### config.mk
export PLATFORM = sky130hd
export DESIGN_NAME = mpx_controller
export DESIGN_NICKNAME = d
export VERILOG_FILES = /design/src/rtl/mpx_pkg.sv /design/src/rtl/mpx_decode.sv /design/src/rtl/mpx_controller.sv
export SDC_FILE = /design/constraint.sdc
export NUM_CORES = 1
export LEC_CHECK = 0
export CORE_ASPECT_RATIO = 1.25
export CORE_UTILIZATION = 44
export CTS_CLUSTER_SIZE = 12
export DETAILED_ROUTE_END_ITERATION = 12
export PLACE_DENSITY = 0.89
export SLEW_MARGIN = 10
export SYNTH_ARGS = -nofsm -noshare
export SYNTH_HDL_FRONTEND = slang
export SYNTH_SLANG_ARGS = --single-unit
### constraint.sdc
create_clock -name clk -period 1.7 [get_ports clk]
set_input_delay 0.34 -clock clk [delete_from_list [all_inputs] [get_ports clk]]
set_output_delay 0.34 -clock clk [all_outputs]
set_load 0.01 [all_outputs]
### src/rtl/mpx_pkg.sv
// Shared types and encodings for the multiplexed-datapath sequencing controller.
// The FSM and the opcode decoder both import this package.
package mpx_pkg;

  typedef enum logic [2:0] {
    S_IDLE     = 3'd0,
    S_FETCH    = 3'd1,
    S_DECODE   = 3'd2,
    S_MEMOP    = 3'd3,
    S_BRANCH   = 3'd4,
    S_IN_WAIT  = 3'd5,
    S_OUT_WAIT = 3'd6,
    S_HALT     = 3'd7
  } state_t;

  // C_LOAD is zero so a cleared op_q reads as LOAD
  typedef enum logic [3:0] {
    C_LOAD  = 4'd0,
    C_STORE = 4'd1,
    C_ADD   = 4'd2,
    C_SUB   = 4'd3,
    C_AND   = 4'd4,
    C_JZ    = 4'd5,
    C_JPOS  = 4'd6,
    C_IN    = 4'd7,
    C_OUT   = 4'd8,
    C_HALT  = 4'd9
  } iclass_t;

  localparam logic [2:0] OP_LOAD  = 3'b000;
  localparam logic [2:0] OP_STORE = 3'b001;
  localparam logic [2:0] OP_ADD   = 3'b010;
  localparam logic [2:0] OP_SUB   = 3'b011;
  localparam logic [2:0] OP_AND   = 3'b100;
  localparam logic [2:0] OP_JZ    = 3'b101;
  localparam logic [2:0] OP_JPOS  = 3'b110;
  localparam logic [4:0] OP_IN    = 5'b11100;
  localparam logic [4:0] OP_OUT   = 5'b11101;

  localparam logic [1:0] ACC_ALU = 2'b00;
  localparam logic [1:0] ACC_MEM = 2'b01;
  localparam logic [1:0] ACC_IN  = 2'b10;

  localparam logic [1:0] ALU_ADD = 2'b00;
  localparam logic [1:0] ALU_SUB = 2'b01;
  localparam logic [1:0] ALU_AND = 2'b10;

  function automatic logic is_alu_op(iclass_t c);
    return (c == C_ADD) || (c == C_SUB) || (c == C_AND);
  endfunction

endpackage

### src/rtl/mpx_decode.sv
// Combinational opcode decode: instruction word to instruction class and ALU op.
// Only the top five bits of the word carry the opcode.
module mpx_decode
  import mpx_pkg::*;
#(
  parameter int DW = 8
) (
  input  logic [DW-1:0] instr,
  output iclass_t       iclass,
  output logic [1:0]    alu_control
);

  logic [4:0] opcode;
  logic       unused_operand;

  assign opcode         = instr[DW-1 -: 5];
  assign unused_operand = ^instr[DW-6:0];

  always_comb begin
    iclass      = C_HALT;
    alu_control = ALU_ADD;
    case (opcode[4:2])
      OP_LOAD:  iclass = C_LOAD;
      OP_STORE: iclass = C_STORE;
      OP_ADD: begin
        iclass      = C_ADD;
        alu_control = ALU_ADD;
      end
      OP_SUB: begin
        iclass      = C_SUB;
        alu_control = ALU_SUB;
      end
      OP_AND: begin
        iclass      = C_AND;
        alu_control = ALU_AND;
      end
      OP_JZ:    iclass = C_JZ;
      OP_JPOS:  iclass = C_JPOS;
      default: begin
        if (opcode == OP_IN)
          iclass = C_IN;
        else if (opcode == OP_OUT)
          iclass = C_OUT;
        else
          iclass = C_HALT;
      end
    endcase
  end

endmodule

### src/rtl/mpx_controller.sv
// Sequencing FSM for a multiplexed accumulator datapath: fetch, decode, execute
// with handshaked memory and I/O waits.
//
// state      | meaning
// IDLE       | after reset, waiting for start
// FETCH      | reading instruction at PC into IR
// DECODE     | PC+1, opcode latched into op_q
// MEMOP      | operand access for LOAD/STORE/ADD/SUB/AND
// BRANCH     | conditional PC load from branch target
// IN_WAIT    | waiting for input port data
// OUT_WAIT   | waiting for output port acceptance
// HALT       | stopped; start resumes at current PC
module mpx_controller
  import mpx_pkg::*;
#(
  parameter int DW      = 8,
  parameter bit WAIT_EN = 1'b1
) (
  input  logic          clk,
  input  logic          reset,
  input  logic          start,
  input  logic [DW-1:0] instr,
  input  logic          zero,
  input  logic          pos,
  input  logic          mem_ready,
  input  logic          in_valid,
  input  logic          out_ready,
  output logic          mem_req,
  output logic          iord,
  output logic          mem_write,
  output logic          ir_write,
  output logic          pc_write,
  output logic          pc_src,
  output logic          acc_write,
  output logic [1:0]    acc_src,
  output logic [1:0]    alu_control,
  output logic          out_write,
  output logic          halted,
  output logic          instr_done
);

  state_t     state, state_nxt;
  iclass_t    op_q, dec_class, class_nxt;
  logic [1:0] alu_q, dec_alu;
  logic       rdy, mem_done, in_take, out_take, branch_take;
  logic       pc_dec_q, halt_entry_q;

  assign rdy = WAIT_EN ? mem_ready : 1'b1;

  mpx_decode #(.DW(DW)) u_decode (
    .instr       (instr),
    .iclass      (dec_class),
    .alu_control (dec_alu)
  );

  always_comb begin
    state_nxt = state;
    case (state)
      S_IDLE, S_HALT: if (start) state_nxt = S_FETCH;
      S_FETCH:        if (rdy) state_nxt = S_DECODE;
      S_DECODE: begin
        case (dec_class)
          C_JZ, C_JPOS: state_nxt = S_BRANCH;
          C_IN:         state_nxt = S_IN_WAIT;
          C_OUT:        state_nxt = S_OUT_WAIT;
          C_HALT:       state_nxt = S_HALT;
          default:      state_nxt = S_MEMOP;
        endcase
      end
      S_MEMOP:        if (rdy) state_nxt = S_FETCH;
      S_BRANCH:       state_nxt = S_FETCH;
      S_IN_WAIT:      if (in_valid) state_nxt = S_FETCH;
      S_OUT_WAIT:     if (out_ready) state_nxt = S_FETCH;
      default:        state_nxt = S_IDLE;
    endcase
  end

  // op_q only moves in DECODE, so later instr changes cannot disturb execution
  assign class_nxt = (state == S_DECODE) ? dec_class : op_q;

  always_ff @(posedge clk or posedge reset) begin
    if (reset) begin
      state        <= S_IDLE;
      op_q         <= C_LOAD;
      alu_q        <= ALU_ADD;
      mem_req      <= 1'b0;
      iord         <= 1'b0;
      mem_write    <= 1'b0;
      pc_dec_q     <= 1'b0;
      pc_src       <= 1'b0;
      halted       <= 1'b0;
      halt_entry_q <= 1'b0;
    end else begin
      state        <= state_nxt;
      op_q         <= class_nxt;
      if (state == S_DECODE)
        alu_q      <= dec_alu;
      mem_req      <= (state_nxt == S_FETCH) || (state_nxt == S_MEMOP);
      iord         <= (state_nxt == S_MEMOP);
      mem_write    <= (state_nxt == S_MEMOP) && (class_nxt == C_STORE);
      pc_dec_q     <= (state_nxt == S_DECODE);
      pc_src       <= (state_nxt == S_BRANCH);
      halted       <= (state_nxt == S_HALT);
      halt_entry_q <= (state_nxt == S_HALT) && (state != S_HALT);
    end
  end

  // Completion strobes qualify the registered state with this cycle's handshake
  assign mem_done    = (state == S_MEMOP) && rdy;
  assign in_take     = (state == S_IN_WAIT) && in_valid;
  assign out_take    = (state == S_OUT_WAIT) && out_ready;
  assign branch_take = (op_q == C_JZ) ? zero : pos;

  assign ir_write    = (state == S_FETCH) && rdy;
  assign pc_write    = pc_dec_q || (pc_src && branch_take);
  assign acc_write   = (mem_done && (op_q != C_STORE)) || in_take;
  assign acc_src     = in_take ? ACC_IN :
                       (mem_done && (op_q == C_LOAD)) ? ACC_MEM : ACC_ALU;
  assign alu_control = (mem_done && is_alu_op(op_q)) ? alu_q : ALU_ADD;
  assign out_write   = out_take;
  assign instr_done  = mem_done || pc_src || in_take || out_take || halt_entry_q;

endmodule

* Yosys cells after proc, flatten, opt, wreduce, memory -nomap -nowiden
Cells that the tools add are included.
** Word-level totals
- Logic and storage cells :: 82
- Input port bits :: 16
- Output and inout bits :: 14
- Bits in registers :: 16
** Operators by class
- Eq/ne operators :: 32
- Muxes and demuxes :: 16
- Reduce and logical (&&, ||, !) cells :: 24
** Operators with widths (number)
- one-hot mux 4 bit (7 select lines) :: 1
- equality test 3 bit (second input constant) :: 9
- one-hot mux 3 bit (7 select lines) :: 1
- equality test 4 x 3 -> 1 bit (second input constant) :: 5
- equality test 3 x 2 -> 1 bit (second input constant) :: 6
- 2-to-1 mux 3 bit :: 5
- one-hot mux 3 bit (4 select lines) :: 1
- equality test 5 bit (second input constant) :: 2
- logical AND 1 bit :: 10
- equality test 3 x 1 -> 1 bit (second input constant) :: 3
- logical OR 1 bit :: 9
- equality test 4 x 2 -> 1 bit (second input constant) :: 2
- equality test 4 bit (second input constant) :: 2
- 2-to-1 mux 4 bit :: 2
- logical NOT 3 bit :: 2
- equality test 4 x 1 -> 1 bit (second input constant) :: 1
- logical NOT 4 bit :: 1
- 2-to-1 mux 2 bit :: 2
- != test 4 x 1 -> 1 bit (second input constant) :: 1
- one-hot mux 2 bit (2 select lines) :: 1
- OR reduction 2 bit :: 2
- 2-to-1 mux 1 bit :: 3
- != test 3 bit (second input constant) :: 1

* Longest topological paths before layout
- Depth in word-level cells :: 10
- Mapped depth :: 6
- Depth with buffers taken out :: 4

* By module
From an unflattened synthesis, not the netlist that was laid out.
** Second synthesis, totals
- Cell total of the unflattened synthesis :: 102
- Area total of the unflattened synthesis :: 1021.0 um2
** By module, submodules not included
- mpx_controller :: cells each 92, area each 953.4 um2, sequential area each 400.4 um2, instances 1
- mpx_decode :: cells each 10, area each 67.6 um2, sequential area each 0.0 um2, instances 1

* Worst setup path before layout
OpenSTA, ideal clock, no wires.
- Path kind :: register -> output
- From :: reg state[0]
- To :: out instr_done
- Cell stages (with the launch flop) :: 4
- Data required time :: 1.360 ns
- Slack :: -0.028 ns
- Path buffers :: 1
- Arrival time :: 1.388 ns
- Cells stage by stage :: dfrtp_1 -> clkbuf_1 -> and4b_1 -> or4_1
** Between the ends
- Elaborated cells between the ends (all ways) :: 10
- Those cells by class :: eq/ne: 3; reduce/logical: 7
** RTL lines
- from (decl) :: line mpx_controller.sv:42 : state_t state, state_nxt;
- from (signal assigned) :: line mpx_controller.sv:94 : state <= state_nxt;
- equality test 3 bit :: line mpx_controller.sv:111 : assign out_take = (state == S_OUT_WAIT) && out_ready;
- logical AND 1 bit :: line mpx_controller.sv:111
- net out_write :: line mpx_controller.sv:37 : output logic out_write,
- logical OR 1 bit (2 in series) :: line mpx_controller.sv:121 : assign instr_done = mem_done || pc_src || in_take || out_take || halt_entry_q;
- to (decl) :: line mpx_controller.sv:39 : output logic instr_done
The timed path passes the listed nets, and every way through them passes these cells.

* Final worst setup path
- From :: reg state[2]
- To :: out instr_done
** Between the ends
- Word-level cells in the longest chain between the ends :: 6
- Elaborated cells between the ends (all ways) :: 10
- Those cells by class :: eq/ne: 3; reduce/logical: 7
** Ends and longest elaborated chain
- equality test 3 x 2 -> 1 bit :: line mpx_controller.sv:109 : assign mem_done = (state == S_MEMOP) && rdy;
- logical AND 1 bit :: line mpx_controller.sv:109
- logical OR 1 bit (2 in series) :: line mpx_controller.sv:121
- logical OR 1 bit (*) (2 in series) :: line mpx_controller.sv:121
Every way passes the cells marked *; elsewhere a longest branch is shown, timed or not.

==> results.toml <==
[outcome]
status = "complete, but fails checks"
violations = "setup timing"

[power_and_ir_drop]
total_power_mw = 2.58
vdd_drop_max_v = 0.00116
pwr_density_cell_nw_per_um2 = 1580
p_leak_nw = 0.797

[timing]
tightest_slew_ns = 0.487
holdWs_ns = 0.342
finalCritPeriodShare = 1.19
slew_violations = 0
setup_viol = 18
max_freq_mhz = 495
rsz0062_at_grt = "true"
period_minus_slack_ns = 2.02
setup_tns_ns = -3.13
finalClockSkew_ns = 0.00396
finalHoldViolations = 0
worst_slack_ns = -0.322
slew_headroom = 0.673

[synthesis]
synth_area_um2 = 905
synth_edf_count = 0
synth_top_area_share = 0.443
synth_cell_types = 35
synthTopCellsByArea = "dfrtp_1 (44%), nand2_1 (5.4%), o21ai_0 (5.0%)"
yosysWarnings = 0
synth.largest_area_cell = "dfrtp_1"
syn-num-nets = 117
syn_inst = 101
synth-seq-area-share = 0.443
async_reset_ff_frac = 1.00
ys_ff_latch = 16
avgSynthCellArea_um2 = 8.96
ys.flop_type = "dfrtp_1"

[global_route]
grt_antenna_before_repair = 0
grt_pass1_wl_um = 4250
overflow = 0
first_global_vias = 978
track_usage = 0.265
grt_max_degree = 17

[cts]
cts_tree = "yes"
clock_latency_ns = 0.30
postCtsHoldBufs = 0
cts-root-buf = "clkbuf_4"
clk_pin_slew_ns = 0.09
cts-htree-levels = 1
clock_sinks = 16
cts_buffer_depth = 2
numCtsBuffers = 3

[worst_setup_path]
worstSetupEndpoint = "instr_done"
crit_type = "reg -> out"
worstPathCellList = "buf_6, and4b_1, or4_1, buf_2"
critPathRequiredTime_ns = 1.36
regToRegSetupSlack_ns = -0.25
startpoint = "state[2]"
reg2reg_depth = 8
crit_path_start_kind = "register"
rr_endpoint = "halt_entry_q"
cp_slowest_cell = "or4_1"
cp_data_arrival_time_ns = 1.68
critPathCaptureType = "output port"
max_stage_delay_ns = 0.46
rr_startpoint = "state[1]"
worst-path-max-fanout = 4

[layout]
areaGrowthSynthToFinish_pct = 80.4
fillers = 115
stdcell_count = 184
diodes = 0
fin_nets = 182
final_area_um2 = 1630
final_core_util = 0.833
final_layout_size_suffix_gt1_frac = 0.500
regArea_um2 = 402
multi_input_area_um2 = 612

[place]
place_congestion = 0.797
post-place-ws_ns = -0.747
io_buffers = 26
placedCellCount = 167
dp_hpwl_um = 1800
dpl_cell_area_um2 = 1360

[routing]
viasPerCell = 5.91
vias = 1087
wl_per_cell_um = 19.7
drt-pass1-iter-count = 4
dr_wl_met3_um = 147
highest_layer = "met4"
initialDrtViolationCount = 40
wl_um = 3630
m1WireLength_um = 1260
ant_nets = 0
drc = 0
dr_wl_met2_um = 2050

[job]
maxCapViolCount = 0

[hold_path]
hold_path.class = "in -> async"

[floorplan]
die_x_um = 42.6
num_rows = 18
start_util = 0.462
fp.coreArea_um2 = 1960
io_pins = 30
die_h_um = 52.7
die_area_um2 = 2240
[report_power, final]
part	internal, mW	switching [mW]
clock network	0.0828	0.127
logic	0.915	0.850
registers	0.514	0.0940
[worst min path at each step]
| stage | from | to | slack [ns] | depth (start not counted) |
|---|---|---|---|---|
| 2_1_floorplan | reset | alu_q[0] | 0.25 | 1 |
| 3_3_place_gp | alu_q[1] | alu_q[1] | 0.46 | 2 |
| 5_1_grt | reset | op_q[2] | 0.36 | 3 |
| 6_report | reset | mem_write | 0.34 | 3 |
| 3_5_place_dp | alu_q[1] | alu_q[1] | 0.47 | 2 |
| 4_1_cts | reset | op_q[2] | 0.35 | 3 |
[layer usage]
metal,up-vias,global-route usage
met5,-,0
met1,531,0.262
met2,49,0.482
met3,19,0.0517
met4,0,0.203
li1,488,-
[cells in the mapped netlist (4+ instances only)]
cell type   n
dfrtp_1    16
nand2_1    13
nor2_1      9
o21ai_0     9
clkbuf_1    6
nor3_1      6
inv_1       4
nand2b_1    4
[flip-flops by register name (all words and copies together), names as in the netlist]
register,count
alu_q,2
halt_entry_q,1
halted,1
iord,1
mem_req,1
mem_write,1
op_q,4
pc_dec_q,1
pc_src,1
state,3
[logic make-up (layout without fill, tap and decap cells)]
logic type,count (synthesis),count (layout),synth area share
buffers and inverters,11,74,0.0498
AND/OR/NAND/NOR,48,48,0.286
multiplexers,3,3,0.0346
flip-flops,16,16,0.443
AO/OA/AOI/OAI,23,23,0.187
[worst max-delay path: cells and delay by family, from the launching register on]
family	cells	cell delay (ns)
flops	1	0.42
simple gates	2	0.68
buf+inv	2	0.29
[cell usage in the layout (no fill, tap or decap), drive strengths merged, types with 3 or more instances in the layout]
cell / n
nor2: 9
nand2b: 4
clkdlybuf4s50: 16
o21ai: 10
clkbuf: 3
nor3: 6
nand2: 13
dfrtp: 16
inv: 4
buf: 50
[cell type report]
cell class / count / share of cell area
clock buffer: 3 / 0.0138
inverter: 4 / 0.00920
multi-input combinational: 74 / 0.375
sequential: 16 / 0.246
tap: 20 / 0.0153
timing repair buffer: 67 / 0.340
[what timing repair did]
action,in CTS,in global routing
pin swaps,13,16
hold endpoints to repair,0,0
resized for setup,62,26
endpoints found under the setup margin,15,15
gates cloned,0,0
buffers inserted,7,9
Note: power is estimated with default switching activity, not from simulation.
